### config.mk
export PLATFORM = sky130hd
export DESIGN_NAME = spi_sclk_gen
export DESIGN_NICKNAME = d
export VERILOG_FILES = /design/src/rtl/spi_sclk_pkg.sv /design/src/rtl/spi_half_div.sv /design/src/rtl/spi_sclk_gen.sv
export SDC_FILE = /design/constraint.sdc
export NUM_CORES = 1
export LEC_CHECK = 0
export BUFFER_PORTS_ARGS = -buffer_cell sky130_fd_sc_hd__buf_4
export CAP_MARGIN = 20
export CORE_AREA = 2 2 61 63
export CTS_CLUSTER_DIAMETER = 150
export DETAILED_ROUTE_END_ITERATION = 8
export DIE_AREA = 0 0 63 65
export PLACE_DENSITY_LB_ADDON = 0.08
export SETUP_SLACK_MARGIN = 0.05
export SYNTH_ARGS = -nofsm -noshare
export SYNTH_HDL_FRONTEND = slang
export SYNTH_SLANG_ARGS = --single-unit
### constraint.sdc
create_clock -name clk_i -period 3.8 [get_ports clk_i]
set_input_delay 0.19 -clock clk_i [delete_from_list [all_inputs] [get_ports clk_i]]
set_output_delay 0.19 -clock clk_i [all_outputs]
set_load 0.1 [all_outputs]
### src/rtl/spi_sclk_pkg.sv
// ---------------------------------------------------------------------------
// spi_sclk_pkg: shared state encoding and defaults for the SPI clock generator.
// Rev 1.0
// ---------------------------------------------------------------------------
`default_nettype none

package spi_sclk_pkg;

    localparam int DEF_DIV_W = 8;
    localparam int DEF_CNT_W = 5;

    // The edge counter holds k-1, so an even count means the next edge is leading.
    localparam logic LEAD_PARITY  = 1'b0;
    localparam logic TRAIL_PARITY = 1'b1;

    typedef enum logic [1:0] {
        IDLE = 2'd0,
        RUN  = 2'd1,
        END  = 2'd2
    } state_e;

endpackage

`default_nettype wire

### src/rtl/spi_half_div.sv
// ---------------------------------------------------------------------------
// spi_half_div: reloadable half-period down-counter with a terminal-count pulse.
// Rev 1.0
// ---------------------------------------------------------------------------
`default_nettype none

module spi_half_div
    import spi_sclk_pkg::*;
#(
    parameter int DIV_W = DEF_DIV_W
) (
    input  logic             clk_i,
    input  logic             arst_n_i,
    input  logic             load_i,
    input  logic             run_i,
    input  logic [DIV_W-1:0] div_i,
    output logic             tc_o
);

    localparam logic [DIV_W-1:0] ONE = DIV_W'(1);

    logic [DIV_W-1:0] cnt_q, cnt_d;

    always_comb begin
        cnt_d = cnt_q;
        if (load_i) begin
            cnt_d = div_i;
        end else if (run_i) begin
            cnt_d = (cnt_q == '0) ? div_i : (cnt_q - ONE);
        end
    end

    always_ff @(posedge clk_i or negedge arst_n_i) begin
        if (!arst_n_i) begin
            cnt_q <= '0;
        end else begin
            cnt_q <= cnt_d;
        end
    end

    assign tc_o = run_i && !load_i && (cnt_q == '0);

endmodule

`default_nettype wire

### src/rtl/spi_sclk_gen.sv
// ---------------------------------------------------------------------------
// spi_sclk_gen: SPI serial clock and shift/sample strobe generator.
// Optional chip select output cs_n_o enabled by macro SPI_SCLK_GEN_CS_EN.
// Rev 1.0
// ---------------------------------------------------------------------------
`default_nettype none

module spi_sclk_gen
    import spi_sclk_pkg::*;
#(
    parameter int DIV_W = DEF_DIV_W,
    parameter int CNT_W = DEF_CNT_W
) (
    input  logic             clk_i,
    input  logic             arst_n_i,
    input  logic             en_i,
    input  logic             start_i,
    input  logic [DIV_W-1:0] div_i,
    input  logic [CNT_W-1:0] len_i,
    input  logic             cpol_i,
    input  logic             cpha_i,
    output logic             sclk_o,
    output logic             shift_o,
    output logic             sample_o,
    output logic             busy_o,
    output logic             done_o
`ifdef SPI_SCLK_GEN_CS_EN
    ,
    output logic             cs_n_o
`endif
);

    localparam logic [CNT_W:0] EDGE_ONE = (CNT_W + 1)'(1);

    state_e           state_q, state_d;
    logic             sclk_q, sclk_d;
    logic             shift_q, shift_d;
    logic             sample_q, sample_d;
    logic             done_q, done_d;
    logic [CNT_W:0]   edge_q, edge_d;
    logic [DIV_W-1:0] div_q;
    logic [CNT_W-1:0] len_q;
    logic             cpol_q, cpha_q;

    logic             accept;
    logic             tc;
    logic             last_edge;
    logic             lead_edge;
    logic             trail_edge;

    assign accept     = (state_q == IDLE) && en_i && start_i;
    assign last_edge  = (edge_q == {len_q, 1'b1});
    assign lead_edge  = (edge_q[0] == LEAD_PARITY);
    assign trail_edge = (edge_q[0] == TRAIL_PARITY);

    spi_half_div #(
        .DIV_W (DIV_W)
    ) u_half_div (
        .clk_i    (clk_i),
        .arst_n_i (arst_n_i),
        .load_i   (accept),
        .run_i    (state_q != IDLE),
        .div_i    (accept ? div_i : div_q),
        .tc_o     (tc)
    );

    always_comb begin
        state_d  = state_q;
        sclk_d   = sclk_q;
        shift_d  = 1'b0;
        sample_d = 1'b0;
        done_d   = 1'b0;
        edge_d   = edge_q;
        case (state_q)
            IDLE: begin
                sclk_d = cpol_i;
                edge_d = '0;
                if (accept) begin
                    state_d = RUN;
                    shift_d = !cpha_i;
                end
            end
            RUN: begin
                if (!en_i) begin
                    state_d = IDLE;
                    sclk_d  = cpol_i;
                end else if (tc) begin
                    sclk_d   = !sclk_q;
                    edge_d   = edge_q + EDGE_ONE;
                    sample_d = lead_edge ? !cpha_q : cpha_q;
                    shift_d  = lead_edge ? cpha_q : (trail_edge && !cpha_q && !last_edge);
                    if (last_edge) begin
                        state_d = END;
                        edge_d  = '0;
                    end
                end
            end
            END: begin
                if (!en_i) begin
                    state_d = IDLE;
                    sclk_d  = cpol_i;
                end else if (tc) begin
                    state_d = IDLE;
                    done_d  = 1'b1;
                end
            end
            default: begin
                state_d = IDLE;
            end
        endcase
    end

    always_ff @(posedge clk_i or negedge arst_n_i) begin
        if (!arst_n_i) begin
            state_q  <= IDLE;
            sclk_q   <= 1'b0;
            shift_q  <= 1'b0;
            sample_q <= 1'b0;
            done_q   <= 1'b0;
            edge_q   <= '0;
            div_q    <= '0;
            len_q    <= '0;
            cpol_q   <= 1'b0;
            cpha_q   <= 1'b0;
        end else begin
            state_q  <= state_d;
            sclk_q   <= sclk_d;
            shift_q  <= shift_d;
            sample_q <= sample_d;
            done_q   <= done_d;
            edge_q   <= edge_d;
            if (accept) begin
                div_q  <= div_i;
                len_q  <= len_i;
                cpol_q <= cpol_i;
                cpha_q <= cpha_i;
            end
        end
    end

`ifdef SPI_SCLK_GEN_CS_EN
    logic cs_n_q;

    always_ff @(posedge clk_i or negedge arst_n_i) begin
        if (!arst_n_i) begin
            cs_n_q <= 1'b1;
        end else begin
            cs_n_q <= (state_d == IDLE);
        end
    end

    assign cs_n_o = cs_n_q;
`endif

    assign sclk_o   = sclk_q;
    assign shift_o  = shift_q;
    assign sample_o = sample_q;
    assign busy_o   = (state_q != IDLE);
    assign done_o   = done_q;

endmodule

`default_nettype wire

==> reports/summary.json <==
{
  "run_status": "complete, no violations",
  "grt_start_max_net_pins": 35,
  "hold_path_startpoint": "cpha_i",
  "synth_top_family_by_area": "simple AND/OR/NAND/NOR gates",
  "worst_clock_skew_ns": 0.0130,
  "clk_root_buffer_cell": "sky130_fd_sc_hd__clkbuf_4",
  "ir_drop_mv": 0.277,
  "cp_top_family": "simple AND/OR/NAND/NOR gates",
  "path_cells": "nor2_1 > clkinv_1 > nor2_1 > buf_4 > mux2_2",
  "drt-initial-drc-count": 81,
  "finalSetupTns_ns": 0,
  "relSlewSlack_pct": 65.3,
  "floorplan.rows": 22,
  "timing.critical_path.fanout_max": 17,
  "synth_ff_type": "sky130_fd_sc_hd__dfrtp_1",
  "synthSimpleGateAreaFrac_pct": 16.7,
  "clk_path_buf_depth": 2,
  "path_buf_inv": 2,
  "antenna-diode-count": 0,
  "min_to": "cpha_q",
  "synth_compound_gate_area_share_pct": 14.2,
  "synth_cells": 179,
  "htree_levels": 2,
  "global_route.overflow_total": 0,
  "post-route-drc-count": 0,
  "place_worst_setup_slack_ns": 1.40,
  "yosys.area_share.adder_pct": 3.29,
  "start_util_pct": 52.3,
  "max_freq_mhz": 402,
  "placement.cell_area_mm2": 0.00204,
  "setup.worst_path.start_class": "flip-flop",
  "synth_top_area_cell": "sky130_fd_sc_hd__dfrtp_1",
  "postRouteWirelength_um": 3640,
  "power.density_mw_per_mm2": 475,
  "clock_sink_count": 34,
  "layer_with_the_highest_usage": "met2",
  "synth.lib_cells_used.distinct": 39,
  "power.total_mw": 1.01,
  "antenna_violations_before_repair": 0,
  "dieHeight_um": 65,
  "cts.reportedPaths.clkPinSlew_ns": 0.11,
  "cts_inserted_buffers": 5,
  "tightest_slew_ns": 0.519,
  "finalMaxSlewViolations": 0,
  "dpl.cell_count": 245,
  "port_buffers": 23,
  "rsz_0062_raised_after_global_routing": "false",
  "synth-seq-cells": 34,
  "synth-seq-area-share_pct": 46.6,
  "timing.critical_path.mode_cell": "sky130_fd_sc_hd__nor2_1",
  "first_global_vias": 1425,
  "grt_pass1_wl_um": 6610,
  "postLayoutSetupSlackWorst_ns": 1.31,
  "worst_hold_path.num_cells": 3,
  "power_leakage_nw": 0.960,
  "num-nets-final": 228,
  "yosys-top-cells-count": "34 x sky130_fd_sc_hd__dfrtp_1, 19 x sky130_fd_sc_hd__nand2_1, 14 x sky130_fd_sc_hd__o21ai_0",
  "finalSetupViolCount": 0,
  "timing.rr.start": "state_q[1]",
  "crit_path_end_kind": "flip-flop",
  "tritoncts_clock_tree": "done",
  "regToRegSetupSlack_ns": 1.31,
  "fin_crit_ns": 2.49,
  "global_route.usage.met2_pct": 32.0,
  "post-synth-top-area-fraction_pct": 46.6,
  "clock_latency_ns": 0.34,
  "floorplan.core_area_mm2": 0.00350,
  "postLayoutCellArea_mm2": 0.00213,
  "holdCritPathClass": "input port to flip-flop",
  "yosys_warnings": 0,
  "yosys-mux-area-fraction_pct": 12.4,
  "timing.critical_path.slowest_stage_cell": "sky130_fd_sc_hd__dfrtp_1",
  "ys_async_sr_fraction_pct": 100,
  "io_pins": 24,
  "timing.max_cap.violations": 0,
  "global_route.usage.met1_pct": 28.1,
  "ys_top_cells_by_area": "sky130_fd_sc_hd__dfrtp_1 47%, sky130_fd_sc_hd__mux2_2 8.0%, sky130_fd_sc_hd__mux2i_1 4.4%, sky130_fd_sc_hd__nand2_1 3.9%, sky130_fd_sc_hd__o21ai_0 3.8%",
  "drive_gt1_share_pct": 23.8,
  "route.vias.total": 1405,
  "timing.setup.critical_path_class": "flip-flop to flip-flop",
  "worst_r2r_endpoint": "len_q[4]",
  "grtUsageMet3_pct": 6.25,
  "max_stage_delay_ns": 0.52,
  "ff2ff_path_depth": 5,
  "antenna_left": 0,
  "layout_worst_path_cycle_share_pct": 65.5,
  "final-instance-count-excl-fill": 254,
  "routed_length_per_instance_um": 14.3,
  "synth.cell_area_mm2": 0.00183,
  "fp.dieW_um": 63,
  "drt_pre_antenna_iters": 5,
  "leading_cell_type_by_number_of_instances_after_synthesis": "sky130_fd_sc_hd__dfrtp_1",
  "syn_nets": 202,
  "resized_after_cts": 0,
  "gp_routability_congestion": 0.819,
  "dp.final_hpwl_um": 2610,
  "mean_number_of_vias_per_cell": 5.53,
  "grt.total_usage_pct": 20.6,
  "synthesis.area_per_instance_um2": 10.2,
  "area_growth_pct": 16.6,
  "synth-xor-area-share_pct": 3.84,
  "cp_data_arrival_time_ns": 2.71,
  "synth_edf_count": 0,
  "report.final.hold_viol_count": 0,
  "worst_ep_required_time_ns": 4.02,
  "dieArea_mm2": 0.00410
}
==> flip-flops by register name, summed over array words and instances (netlist names) <==
signal            count
cpha_q                1
div_q                 8
done_o                1
edge_q                6
len_q                 5
sample_o              1
sclk_o                1
shift_o               1
state_q               2
u_half_div.cnt_q      8
==> tightest hold or removal path, delay by kind of cell <==
kind,cells,cell delay [ns]
buffers and inverters,1,0.08
AO/OA/AOI/OAI,1,0.05
AND/OR/NAND/NOR,1,0.04
==> power by group <==
group | internal [mW] | switching, mW | total, mW | leakage (nW)
Combinational | 0.133 | 0.134 | 0.267 | 0.489
Clock | 0.126 | 0.121 | 0.247 | 0.0446
Sequential | 0.422 | 0.0760 | 0.498 | 0.426
==> cells by family (layout without fill, tap and decap cells) <==
family	Yosys count	in the layout
adders and majority gates	5	5
muxes	21	21
buffers and inverters	14	41
DFF	34	34
xor gates and xnor gates	8	8
and+or+nand+nor	55	55
AOI/OAI and AO/OA	42	42
==> worst max-delay path by stage <==
| stage | start | endpoint | depth (start not counted) |
|---|---|---|---|
| detailed placement | state_q[1] | len_q[4] | 5 |
| CTS | state_q[0] | len_q[4] | 5 |
| global route | state_q[1] | len_q[4] | 5 |
| floorplan | u_half_div.cnt_q[0] | edge_q[3] | 7 |
| global placement | u_half_div.cnt_q[0] | edge_q[3] | 7 |
| finish | state_q[1] | len_q[4] | 5 |
==> placed cells by master, fill, tap and decap left out, drive strengths merged, types with 3 or more instances in the layout <==
cell	Yosys	final
nor3	7	7
nor3b	4	4
a21oi	9	9
xor2	5	5
ha	4	4
o211ai	6	6
mux2	13	13
clkbuf	4	8
xnor2	3	3
nand2	19	19
o21ai	14	14
mux2i	8	8
nand3	5	5
dfrtp	34	34
a21o	3	3
inv	7	7
nor2	6	6
o31ai	3	3
buf	2	24
==> repair_timing <==
| item | in CTS | in global routing |
|---|---|---|
| hold buffers | 1 | 0 |
| buffers inserted | 0 | 0 |
| endpoints found under the hold margin | 34 | 0 |
==> through the flow <==
stage	hold WS (ns)	utilization (%)
finish	0.0594	61.0
global route	0.0660	61.0
CTS	0.0491	61.0
detailed placement	0.160	58.4
global placement	0.156	58.4
floorplan	-0.106	-
==> layer usage <==
layer / vias up / wire length [um] / part of all wire [%]
li1: 699 / - / -
met1: 663 / 1720 / 47
met3: 7 / 208 / 5.7
met2: 36 / 1660 / 46
met4: 0 / 47 / 1.3
met5: - / 0 / 0
==> layout make-up <==
class / instances / area (um2)
fill: 307 / 1370
multi-input combinational: 131 / 921
timing repair buffer: 25 / 190
clock buffer: 8 / 78.8
inverter: 8 / 30.0
tap: 48 / 60.1
sequential: 34 / 851
Note: power is estimated with default switching activity, not from simulation.
